[src/rtl/vmode_ctrl.sv]
// Video-mode controller: holds the active horizontal/vertical timing mode and applies
// requested modes at a frame boundary. Optional request validation under VMODE_CHECK_EN.
module vmode_ctrl #(
    parameter int HW           = 12,
    parameter int VW           = 12,
    parameter int RESET_CYCLES = 4,
    parameter int TIMEOUT      = 1 << 20,
    parameter logic [4*HW-1:0] DEF_HMODE = {HW'(640), HW'(656), HW'(752), HW'(800)},
    parameter logic [4*VW-1:0] DEF_VMODE = {VW'(480), VW'(490), VW'(492), VW'(525)}
) (
    input  logic            i_pixclk,
    input  logic            i_reset,
    input  logic            i_req,
    input  logic [4*HW-1:0] i_hmode,
    input  logic [4*VW-1:0] i_vmode,
    input  logic            i_newframe,
    output logic            o_busy,
    output logic            o_ack,
    output logic            o_err,
    output logic            o_vga_reset,
    output logic [HW-1:0]   o_hm_width,
    output logic [HW-1:0]   o_hm_porch,
    output logic [HW-1:0]   o_hm_synch,
    output logic [HW-1:0]   o_hm_raw,
    output logic [VW-1:0]   o_vm_height,
    output logic [VW-1:0]   o_vm_porch,
    output logic [VW-1:0]   o_vm_synch,
    output logic [VW-1:0]   o_vm_raw,
    output logic [1:0]      o_dbg_state
);

    typedef enum logic [1:0] {
        ST_RST  = 2'd0,
        ST_RUN  = 2'd1,
        ST_PEND = 2'd2
    } state_t;

    // One counter serves both the reset-pulse length (RST) and the boundary timeout (PEND).
    localparam int CW = $clog2(TIMEOUT + RESET_CYCLES + 1);
    localparam logic [CW-1:0] CNT_RST  = CW'(RESET_CYCLES);
    localparam logic [CW-1:0] CNT_LAST = CW'(TIMEOUT - 1);

    state_t          state, state_n;
    logic [CW-1:0]   cnt, cnt_n;
    logic            ack_pend, ack_pend_n;
    logic            ack_q, ack_n;
    logic            cap, sw, req_ok;
    logic [4*HW-1:0] hmode_q, sh_hmode;
    logic [4*VW-1:0] vmode_q, sh_vmode;

`ifdef VMODE_CHECK_EN
    logic err_q;

    assign req_ok = (HW'(16) < i_hmode[4*HW-1 -: HW])
                 && (i_hmode[4*HW-1 -: HW] < i_hmode[3*HW-1 -: HW])
                 && (i_hmode[3*HW-1 -: HW] < i_hmode[2*HW-1 -: HW])
                 && (i_hmode[2*HW-1 -: HW] < i_hmode[HW-1:0])
                 && (VW'(16) < i_vmode[4*VW-1 -: VW])
                 && (i_vmode[4*VW-1 -: VW] < i_vmode[3*VW-1 -: VW])
                 && (i_vmode[3*VW-1 -: VW] < i_vmode[2*VW-1 -: VW])
                 && (i_vmode[2*VW-1 -: VW] < i_vmode[VW-1:0]);

    always_ff @(posedge i_pixclk) begin
        if (i_reset) err_q <= 1'b0;
        else         err_q <= cap && !req_ok;
    end
    assign o_err = err_q;
`else
    assign req_ok = 1'b1;
    assign o_err  = 1'b0;
`endif

    always_ff @(posedge i_pixclk) begin
        if (i_reset) begin
            state    <= ST_RST;
            cnt      <= CNT_RST;
            hmode_q  <= DEF_HMODE;
            vmode_q  <= DEF_VMODE;
            sh_hmode <= '0;
            sh_vmode <= '0;
            ack_pend <= 1'b0;
            ack_q    <= 1'b0;
        end else begin
            state    <= state_n;
            cnt      <= cnt_n;
            ack_pend <= ack_pend_n;
            ack_q    <= ack_n;
            if (cap) begin
                sh_hmode <= i_hmode;
                sh_vmode <= i_vmode;
            end
            if (sw) begin
                hmode_q <= sh_hmode;
                vmode_q <= sh_vmode;
            end
        end
    end

    always_comb begin
        state_n    = state;
        cnt_n      = cnt;
        ack_pend_n = ack_pend;
        ack_n      = 1'b0;
        cap        = 1'b0;
        sw         = 1'b0;
        case (state)
            ST_RST: begin
                if (cnt <= CW'(1)) begin
                    state_n    = ST_RUN;
                    ack_n      = ack_pend;
                    ack_pend_n = 1'b0;
                end else begin
                    cnt_n = cnt - CW'(1);
                end
            end
            ST_RUN: begin
                if (i_req) begin
                    cap = 1'b1;
                    if (req_ok) begin
                        state_n = ST_PEND;
                        cnt_n   = '0;
                    end
                end
            end
            ST_PEND: begin
                // A strobe on the capture edge was sampled in RUN, so only PEND strobes land here.
                if (i_newframe || cnt == CNT_LAST) begin
                    sw         = 1'b1;
                    state_n    = ST_RST;
                    cnt_n      = CNT_RST;
                    ack_pend_n = 1'b1;
                end else begin
                    cnt_n = cnt + CW'(1);
                end
            end
            default: begin
                state_n = ST_RST;
                cnt_n   = CNT_RST;
            end
        endcase
    end

    assign o_busy      = (state != ST_RUN);
    assign o_vga_reset = (state == ST_RST);
    assign o_ack       = ack_q;
    assign o_dbg_state = state;

    assign o_hm_width  = hmode_q[4*HW-1 -: HW];
    assign o_hm_porch  = hmode_q[3*HW-1 -: HW];
    assign o_hm_synch  = hmode_q[2*HW-1 -: HW];
    assign o_hm_raw    = hmode_q[HW-1:0];
    assign o_vm_height = vmode_q[4*VW-1 -: VW];
    assign o_vm_porch  = vmode_q[3*VW-1 -: VW];
    assign o_vm_synch  = vmode_q[2*VW-1 -: VW];
    assign o_vm_raw    = vmode_q[VW-1:0];

endmodule
[config.mk]
export PLATFORM = sky130hd
export DESIGN_NAME = vmode_ctrl
export DESIGN_NICKNAME = d
export VERILOG_FILES = /design/src/rtl/vmode_ctrl.sv
export SDC_FILE = /design/constraint.sdc
export NUM_CORES = 1
export LEC_CHECK = 0
export ABC_AREA = 1
export BUFFER_PORTS_ARGS = -buffer_cell sky130_fd_sc_hd__buf_2
export CAP_MARGIN = 20
export CORE_UTILIZATION = 51
export CTS_BUF_LIST = sky130_fd_sc_hd__clkbuf_8
export DETAILED_ROUTE_END_ITERATION = 7
export GPL_ROUTABILITY_DRIVEN = 0
export PLACE_DENSITY = 0.88
export RECOVER_POWER = 50
export SLEW_MARGIN = 20
export SYNTH_ARGS = -nofsm -noshare
export SYNTH_HDL_FRONTEND = slang
export SYNTH_SLANG_ARGS = --single-unit
[constraint.sdc]
create_clock -name i_pixclk -period 5.21 [get_ports i_pixclk]
set_input_delay 0.2605 -clock i_pixclk [delete_from_list [all_inputs] [get_ports i_pixclk]]
set_output_delay 0.2605 -clock i_pixclk [all_outputs]
set_load 0.03 [all_outputs]
==> run summary, run 1 <==
Clk pwr share -> 27.9%
Most frequent cells in the layout -> nand2_1 (305), dfxtp_1 (217), a21oi_1 (169)
Logic pwr share -> 30.8%
Number of synthesized register bits -> 217
Initial Util -> 52.4%
Synth Cell Area -> 0.00910 mm²
Clk_lat worst skew -> 510 ps
Worst vdd ir -> 0.000239 V
Crit path max fanout -> 106
Clock buffer depth -> 3
Rows -> 48
R2r startpoint -> o_dbg_state[0]$_SDFFE_PP0P_
Power, Total -> 5.12 mW
Root Buffer -> clkbuf_8
Min cycle time layout -> 4040 ps
Commonest non-fill, non-tap cell in the layout -> nand2_1
Net switching power -> 1.99 mW
Global route overflow -> 0
Hpwl dp -> 14.5 mm
I/O pin count -> 202
Netlist cell types -> 30
Number of global-route vias before repair -> 7930
Share of layout cells above drive strength 1 -> 14.6%
Die W -> 136 µm
Grt met3 use -> 5.84%
Setup crit end kind -> flip-flop
Number of synthesis warnings -> 0
CTS tree -> done
IO Port Bufs -> 200
Initial antenna violation count -> 1
Final Cycle Share -> 77.6%
Critical hold path startpoint -> i_hmode[35]
Max-Cap Viols -> 0
Sw Ratio -> 38.9%
H-tree levels -> 2
CP Launch Point -> o_dbg_state[0]$_SDFFE_PP0P_
Final hold slack -> 25.8 ps
Startpoint types -> flip-flop
DR iter-0 viols -> 701
Post-Layout Cell Count -> 1614
WP data arrival -> 4390 ps
Met2 Usage GRT -> 39.6%
Final count of pins violating max slew -> 0
RSZ-0062 raised after global routing -> no
Setup TNS -> 0 ps
Hold crit path type -> input port to flip-flop
Layout area overhead -> 17.1%
Status -> complete, no violations
Num CTS Buffers -> 37
Syn Nets -> 1303
Largest net degree at the start of global routing -> 107
Met1 usage -> 31.3%
Die ar. -> 0.0184 mm²
Core ar. -> 0.0174 mm²
Most used routing layer -> met2
Crit path kind -> flip-flop to flip-flop
Hold Violations, Final -> 0
Syn Area/Cell -> 7.58 µm²
P_leak -> 4.31 nW
Post-CTS Resized -> 0
Chip Height -> 136 µm
Drt drc -> 0
Vias -> 8761
Antenna viol nets, final -> 0
Tot GR Track Use -> 24.7%
Total Wirelength -> 23.5 mm
Final Setup Violations -> 0
Slew @ Worst Pin -> 1220 ps
Internal Pwr Total -> 3.12 mW
Worst-path clk slew -> 60 ps
PD cells -> 480 mW/mm²
Seq/Total Area, Yosys -> 47.7%
Rel. slew slack -> 18.3%
Drt pass-1 iters -> 5
Avg WL per Cell -> 14.5 µm
Nets -> 1469
Clk sinks -> 217
Post-Route Skew -> 15.9 ps
Finished Core Util -> 61.4%
Fmax -> 247 MHz
First-pass GRT wire length -> 37.2 mm
Via-to-Cell Ratio -> 5.43
Cell count after placement -> 1539
Post-Syn Instances -> 1200
Part of the power in registers -> 41.3%
Worst Path Required -> 5550 ps
[critical path: stages, from the launching register on]
cell      delay [ps]
dfxtp_1          510
clkinv_1         150
nor2_1           710
buf_4            610
nand2_1          700
buf_4            630
o21ai_0          380
a21oi_1           70
[kinds of logic after synthesis]
family          share of synthesized area [%]
other cells                            0.0412
fa+ha+maj                               0.413
simple gates                             25.4
compound gates                           17.5
xor+xnor                                 1.06
flops                                    47.7
buf+inv                                  7.91
[area by class of cell]
type | count | area (µm²)
antenna | 1 | 2.50
clock buffer | 44 | 606
clock inverter | 17 | 77.6
fill | 1541 | 6700
inverter | 70 | 263
multi-input combinational | 820 | 4020
sequential | 217 | 4340
tap | 225 | 282
timing repair buffer | 220 | 1060
[synthesized netlist by cell type (all sizes together)]
library cell	count	area [µm²]
inv	68	255
a21oi	170	858
nand3	158	791
or2	1	6.26
xnor2	1	8.76
clkinv	2	7.51
dfxtp	217	4340
o21ai	62	310
clkbuf	55	209
nand4	7	43.8
nor3	3	15.0
buf	38	248
o21bai	1	7.51
xor2	10	87.6
o211ai	33	413
and2	2	12.5
conb	1	3.75
nand2	310	1190
and3	1	6.26
nor2	57	244
ha	3	37.5
[per-layer routing]
metal | part of all wire, % | up-vias
met1 | 42 | 3999
li1 | - | 4303
met3 | 8.2 | 70
met4 | 3.5 | 0
met2 | 46 | 389
met5 | 0 | -
[through the flow]
step	instance area, µm²	setup slack [ps]
3_5_place_dp	10000	1770
6_report	10700	1170
2_1_floorplan	9100	3470
4_1_cts	10800	1740
3_3_place_gp	10000	1870
5_1_grt	10700	919
[power by group through the flow]
stage / sequential [mW] / combinational, mW / clock [mW]
5_1_grt: 2.15 / 1.77 / 1.54
3_5_place_dp: 2.13 / 1.57 / 0
6_report: 2.11 / 1.58 / 1.43
4_1_cts: 2.10 / 1.59 / 1.46
2_1_floorplan: 2.06 / 1.29 / 0
3_3_place_gp: 2.12 / 1.53 / 0
[path summary, 6_finish.rpt]
path	to	slack [ps]	cells after the start
worst max-delay path	sh_hmode[9]$_SDFFE_PP0P_	1170	7
worst min-delay path	sh_hmode[35]$_SDFFE_PP0P_	30	3
worst max register to register	sh_hmode[9]$_SDFFE_PP0P_	1170	7
worst min register to register	o_ack$_SDFF_PP0_	440	2
[flip-flops by register name, indices dropped and copies added, names as in the netlist]
register	flops
sh_hmode	48
sh_vmode	48
o_ack	1
ack_pend	1
o_dbg_state	2
hmode_q	48
vmode_q	48
cnt	21
[what timing repair did]
| item | in CTS | in global routing |
|---|---|---|
| endpoints found under the hold margin | 13 | 0 |
| hold buffers | 13 | 0 |
| setup buffers | 0 | 0 |
No activity file was read; power rests on OpenSTA's default activity.
==> run 2, diff against run 1 <==
--- a/config.mk
+++ b/config.mk
@@ -5,14 +5,14 @@
 export SDC_FILE = /design/constraint.sdc
 export NUM_CORES = 1
 export LEC_CHECK = 0
-export ABC_AREA = 1
+export ABC_AREA = 0
 export BUFFER_PORTS_ARGS = -buffer_cell sky130_fd_sc_hd__buf_2
 export CAP_MARGIN = 20
-export CORE_UTILIZATION = 51
+export CORE_UTILIZATION = 50
 export CTS_BUF_LIST = sky130_fd_sc_hd__clkbuf_8
 export DETAILED_ROUTE_END_ITERATION = 7
 export GPL_ROUTABILITY_DRIVEN = 0
-export PLACE_DENSITY = 0.88
+export PLACE_DENSITY = 0.9
 export RECOVER_POWER = 50
 export SLEW_MARGIN = 20
 export SYNTH_ARGS = -nofsm -noshare
==> constraint.sdc (replaced) <==
create_clock -name i_pixclk -period 3.4 [get_ports i_pixclk]
set_input_delay 0.17 -clock i_pixclk [delete_from_list [all_inputs] [get_ports i_pixclk]]
set_output_delay 0.17 -clock i_pixclk [all_outputs]
set_load 0.03 [all_outputs]
==> run 2 against run 1 <==
Register-to-register slack got worse by 470 ps. Power increased by 53%. Sequential power increased by 50%. Die area is 2.2% lower. Synthesized cell count is 6.2% lower. Clock skew rose by 4.9 ps. Critical path depth fell by 1. Cell count increased by 1.5%. Synthesized area down 4.2%. Core utilization rose by 6.6 points. Clock power up 71%. Non-clock buffer count grew 94.
==> run summary, run 2 <==
Worst Setup EP -> cnt[10]$_SDFFE_PP0P_
Worst reg2reg endpoint -> cnt[10]$_SDFFE_PP0P_
Post-Layout Cell Count -> 1639 (+1.5%)
Fmax -> 370 MHz (+50%)
Met3 routed WL -> 2.67 mm (+38%)
Max-Cap Viols -> 0 (unchanged)
Setup crit end kind -> flip-flop
Tot GR Track Use -> 30.7% (+6.0 points)
Antenna viol nets, final -> 0 (unchanged)
Post-Route Skew -> 20.8 ps (+4.87 ps)
Rows -> 47 (-2.1%)
Setup ws final -> 698 ps (-469 ps)
Reg2Reg Setup Slack -> 700 ps (-470 ps)
Top cell type's share of synthesized area -> 49.8% (+2.1 points)
M1 WL -> 10.4 mm (+5.0%)
Final count of pins violating max slew -> 0 (unchanged)
CTS tree -> done
Synth area leaders -> dfxtp_1 (50%), nand2_1 (17%), a21oi_1 (10%)
Cell count after placement -> 1475 (-4.2%)
P_leak -> 4.26 nW (-1.1%)
Hold crit path type -> input port to flip-flop
Via-to-Cell Ratio -> 5.77 (+6.3%)
Hold Violations, Final -> 0 (unchanged)
Die W -> 134 µm (-1.1%)
Num CTS Buffers -> 37 (unchanged)
Commonest non-fill, non-tap cell in the layout -> nand2_1
Drt drc -> 0 (unchanged)
Total Wirelength -> 28.0 mm (+19%)
Initial antenna violation count -> 1 (unchanged)
Vias -> 9458 (+8.0%)
Crit path max fanout -> 12 (-89%)
Number of synthesis warnings -> 0 (unchanged)
Slew @ Worst Pin -> 1080 ps (-138 ps)
WL met2 -> 13.5 mm (+24%)
PD cells -> 686 mW/mm² (+43%)
Global route overflow -> 0 (unchanged)
Synth Flop Type -> dfxtp_1
Max layer used -> met5
Min cycle time layout -> 2700 ps (-1340 ps)
Post-synth EDFFs -> 0 (unchanged)
Final Setup Violations -> 0 (unchanged)
IO Port Bufs -> 200 (unchanged)
Chip Height -> 134 µm (-1.1%)
Layout fillers -> 1332 (-14%)
Syn Area/Cell -> 7.74 µm² (+2.1%)
Post-CTS Resized -> 0 (unchanged)
Reg2reg path depth -> 6 (-1)
Drt pass-1 iters -> 7 (+2)
FFs w/ async S/R, synth -> 0% (unchanged)
Synth area leader -> dfxtp_1
First-pass GRT wire length -> 44.4 mm (+19%)
Most frequent cells in the layout -> nand2_1 (398), dfxtp_1 (217), a21oi_1 (182)
CP Launch Point -> cnt[8]$_SDFFE_PP0P_
Worst path slowest cell -> nor4_1
Worst Path Required -> 3810 ps (-1740 ps)
Crit path kind -> flip-flop to flip-flop
Hpwl dp -> 15.1 mm (+3.9%)
Layout area overhead -> 31.2%
Max stage delay on crit path -> 900 ps (+190 ps)
Syn Nets -> 1229 (-5.7%)
Top-count cell post-synth -> nand2_1
Clk_lat worst skew -> 520 ps (about the same)
DR iter-0 viols -> 1002 (+43%)
Share of layout cells above drive strength 1 -> 13.4% (-1.2 points)
Die ar. -> 0.0180 mm² (-2.2%)
Startpoint types -> flip-flop
Pre-CTS setup slack -> 854 ps (-912 ps)
R2r startpoint -> cnt[8]$_SDFFE_PP0P_
Post-Syn Instances -> 1126 (-6.2%)
Number of global-route vias before repair -> 9343 (+18%)
Worst-path clk slew -> 50 ps (about the same)
Critical path cell sequence -> nor4_1 > nand2_2 > o31ai_2 > buf_4 > a21oi_1 > o32ai_1
Netlist cell types -> 70 (+130%)
Seq/Total Area, Yosys -> 49.8% (+2.1 points)
Worst vdd ir -> 0.000481 V (+100%)
Status -> complete, no violations
Setup TNS -> 0 ps (unchanged)
Number of synthesized register bits -> 217 (unchanged)
Synth cell count leaders -> nand2_1 (398), dfxtp_1 (217), a21oi_1 (182), clkbuf_1 (53), nand3_1 (46)
Nets -> 1495 (+1.8%)
Core ar. -> 0.0168 mm² (-3.1%)
I/O pin count -> 202 (unchanged)
Rel. slew slack -> 27.8% (+9.5 points)
RSZ-0062 raised after global routing -> no
Initial Util -> 51.9% (-0.58 points)
H-tree levels -> 2 (unchanged)
Synth Cell Area -> 0.00872 mm² (-4.2%)
Clock buffer depth -> 3 (unchanged)
Final hold slack -> 48.9 ps (+23.1 ps)
Avg WL per Cell -> 17.1 µm (+18%)
Largest net degree at the start of global routing -> 104 (-2.8%)
Root Buffer -> clkbuf_8
Final Cycle Share -> 79.5% (+1.9 points)
Clk sinks -> 217 (unchanged)
WP data arrival -> 3110 ps (-1280 ps)
==> run 2: cell types whose count changed after synthesis, moves of 8 or more <==
cell      previous run  this run
inv_1               66        14
nor2_1              51        24
a21oi_1            168       182
o32ai_1              0         9
xor2_1              10         1
nor4_1               0         8
o21ai_0             62        15
o211ai_2            33         0
nand3_1            158        46
buf_2               27        19
nor3_1               3        11
nand2_1            303       398
==> run 2: kinds of logic (layout without fill, tap and decap cells) <==
logic type	count (synthesis)	in the layout	synth area share, %
other	1	2	0.0430
XOR/XNOR	5	5	0.502
AO/OA/AOI/OAI	260	260	17.4
AND/OR/NAND/NOR	537	537	26.6
flip-flops	217	217	49.8
buffers and inverters	103	395	5.22
adder cells (fa/ha/maj)	3	3	0.430
==> run 2: metrics by stage <==
step / utilization [%] / cell area (µm²) / total power, mW
3_3_place_gp: 58.2 / 9790 / 5.17
3_5_place_dp: 58.2 / 9790 / 5.24
2_1_floorplan: - / 8720 / 4.70
5_1_grt: 68.0 / 11400 / 8.22
6_report: 68.0 / 11400 / 7.85
4_1_cts: 68.6 / 11500 / 7.77
==> run 2: area by class of cell <==
class	instances	area (µm²)	area share [%]
flip-flops and latches	217	4340	38.0
multi-input cells	806	3950	34.6
repair buffers	314	2020	17.7
clock buffers	46	633	5.53
well taps	220	275	2.41
clock inverters	19	145	1.27
inverters	16	60.1	0.525
diodes	1	2.50	0.0219
==> run 2: power by group <==
group	switching, mW	internal (mW)
clock	1.06	1.38
sequential	0.371	2.79
combinational	1.43	0.803
total	2.87	4.98
==> run 2: per-layer routing <==
layer | up-vias | global-route usage, %
li1 | 4333 | -
met1 | 4344 | 33.7
met2 | 624 | 52.4
met3 | 155 | 8.01
met4 | 2 | 20.3
met5 | - | 0
==> run 2: how the worst min path moves through the flow <==
stage	from	endpoint	slack, ps	cells past startpoint
3_3_place_gp	i_hmode[1]	sh_hmode[1]$_SDFFE_PP0P_	410	3
6_report	i_reset	sh_vmode[5]$_SDFFE_PP0P_	50	2
4_1_cts	i_reset	vmode_q[10]$_SDFFE_PP0P_	10	2
5_1_grt	i_reset	sh_vmode[18]$_SDFFE_PP0P_	30	2
2_1_floorplan	i_hmode[0]	sh_hmode[0]$_SDFFE_PP0P_	310	2
3_5_place_dp	i_vmode[12]	sh_vmode[12]$_SDFFE_PP0P_	420	3
==> run 2: repair_timing <==
item,CTS,global route
endpoints found under the hold margin,97,0
hold buffers,97,0
buffers inserted,0,0
==> run 2: worst max-delay path: cells and delay by family (launching register included) <==
family	cells	cell delay, ps
AOI/OAI and AO/OA	3	800
buffers and inverters	1	260
DFF	1	430
and+or+nand+nor	2	1090
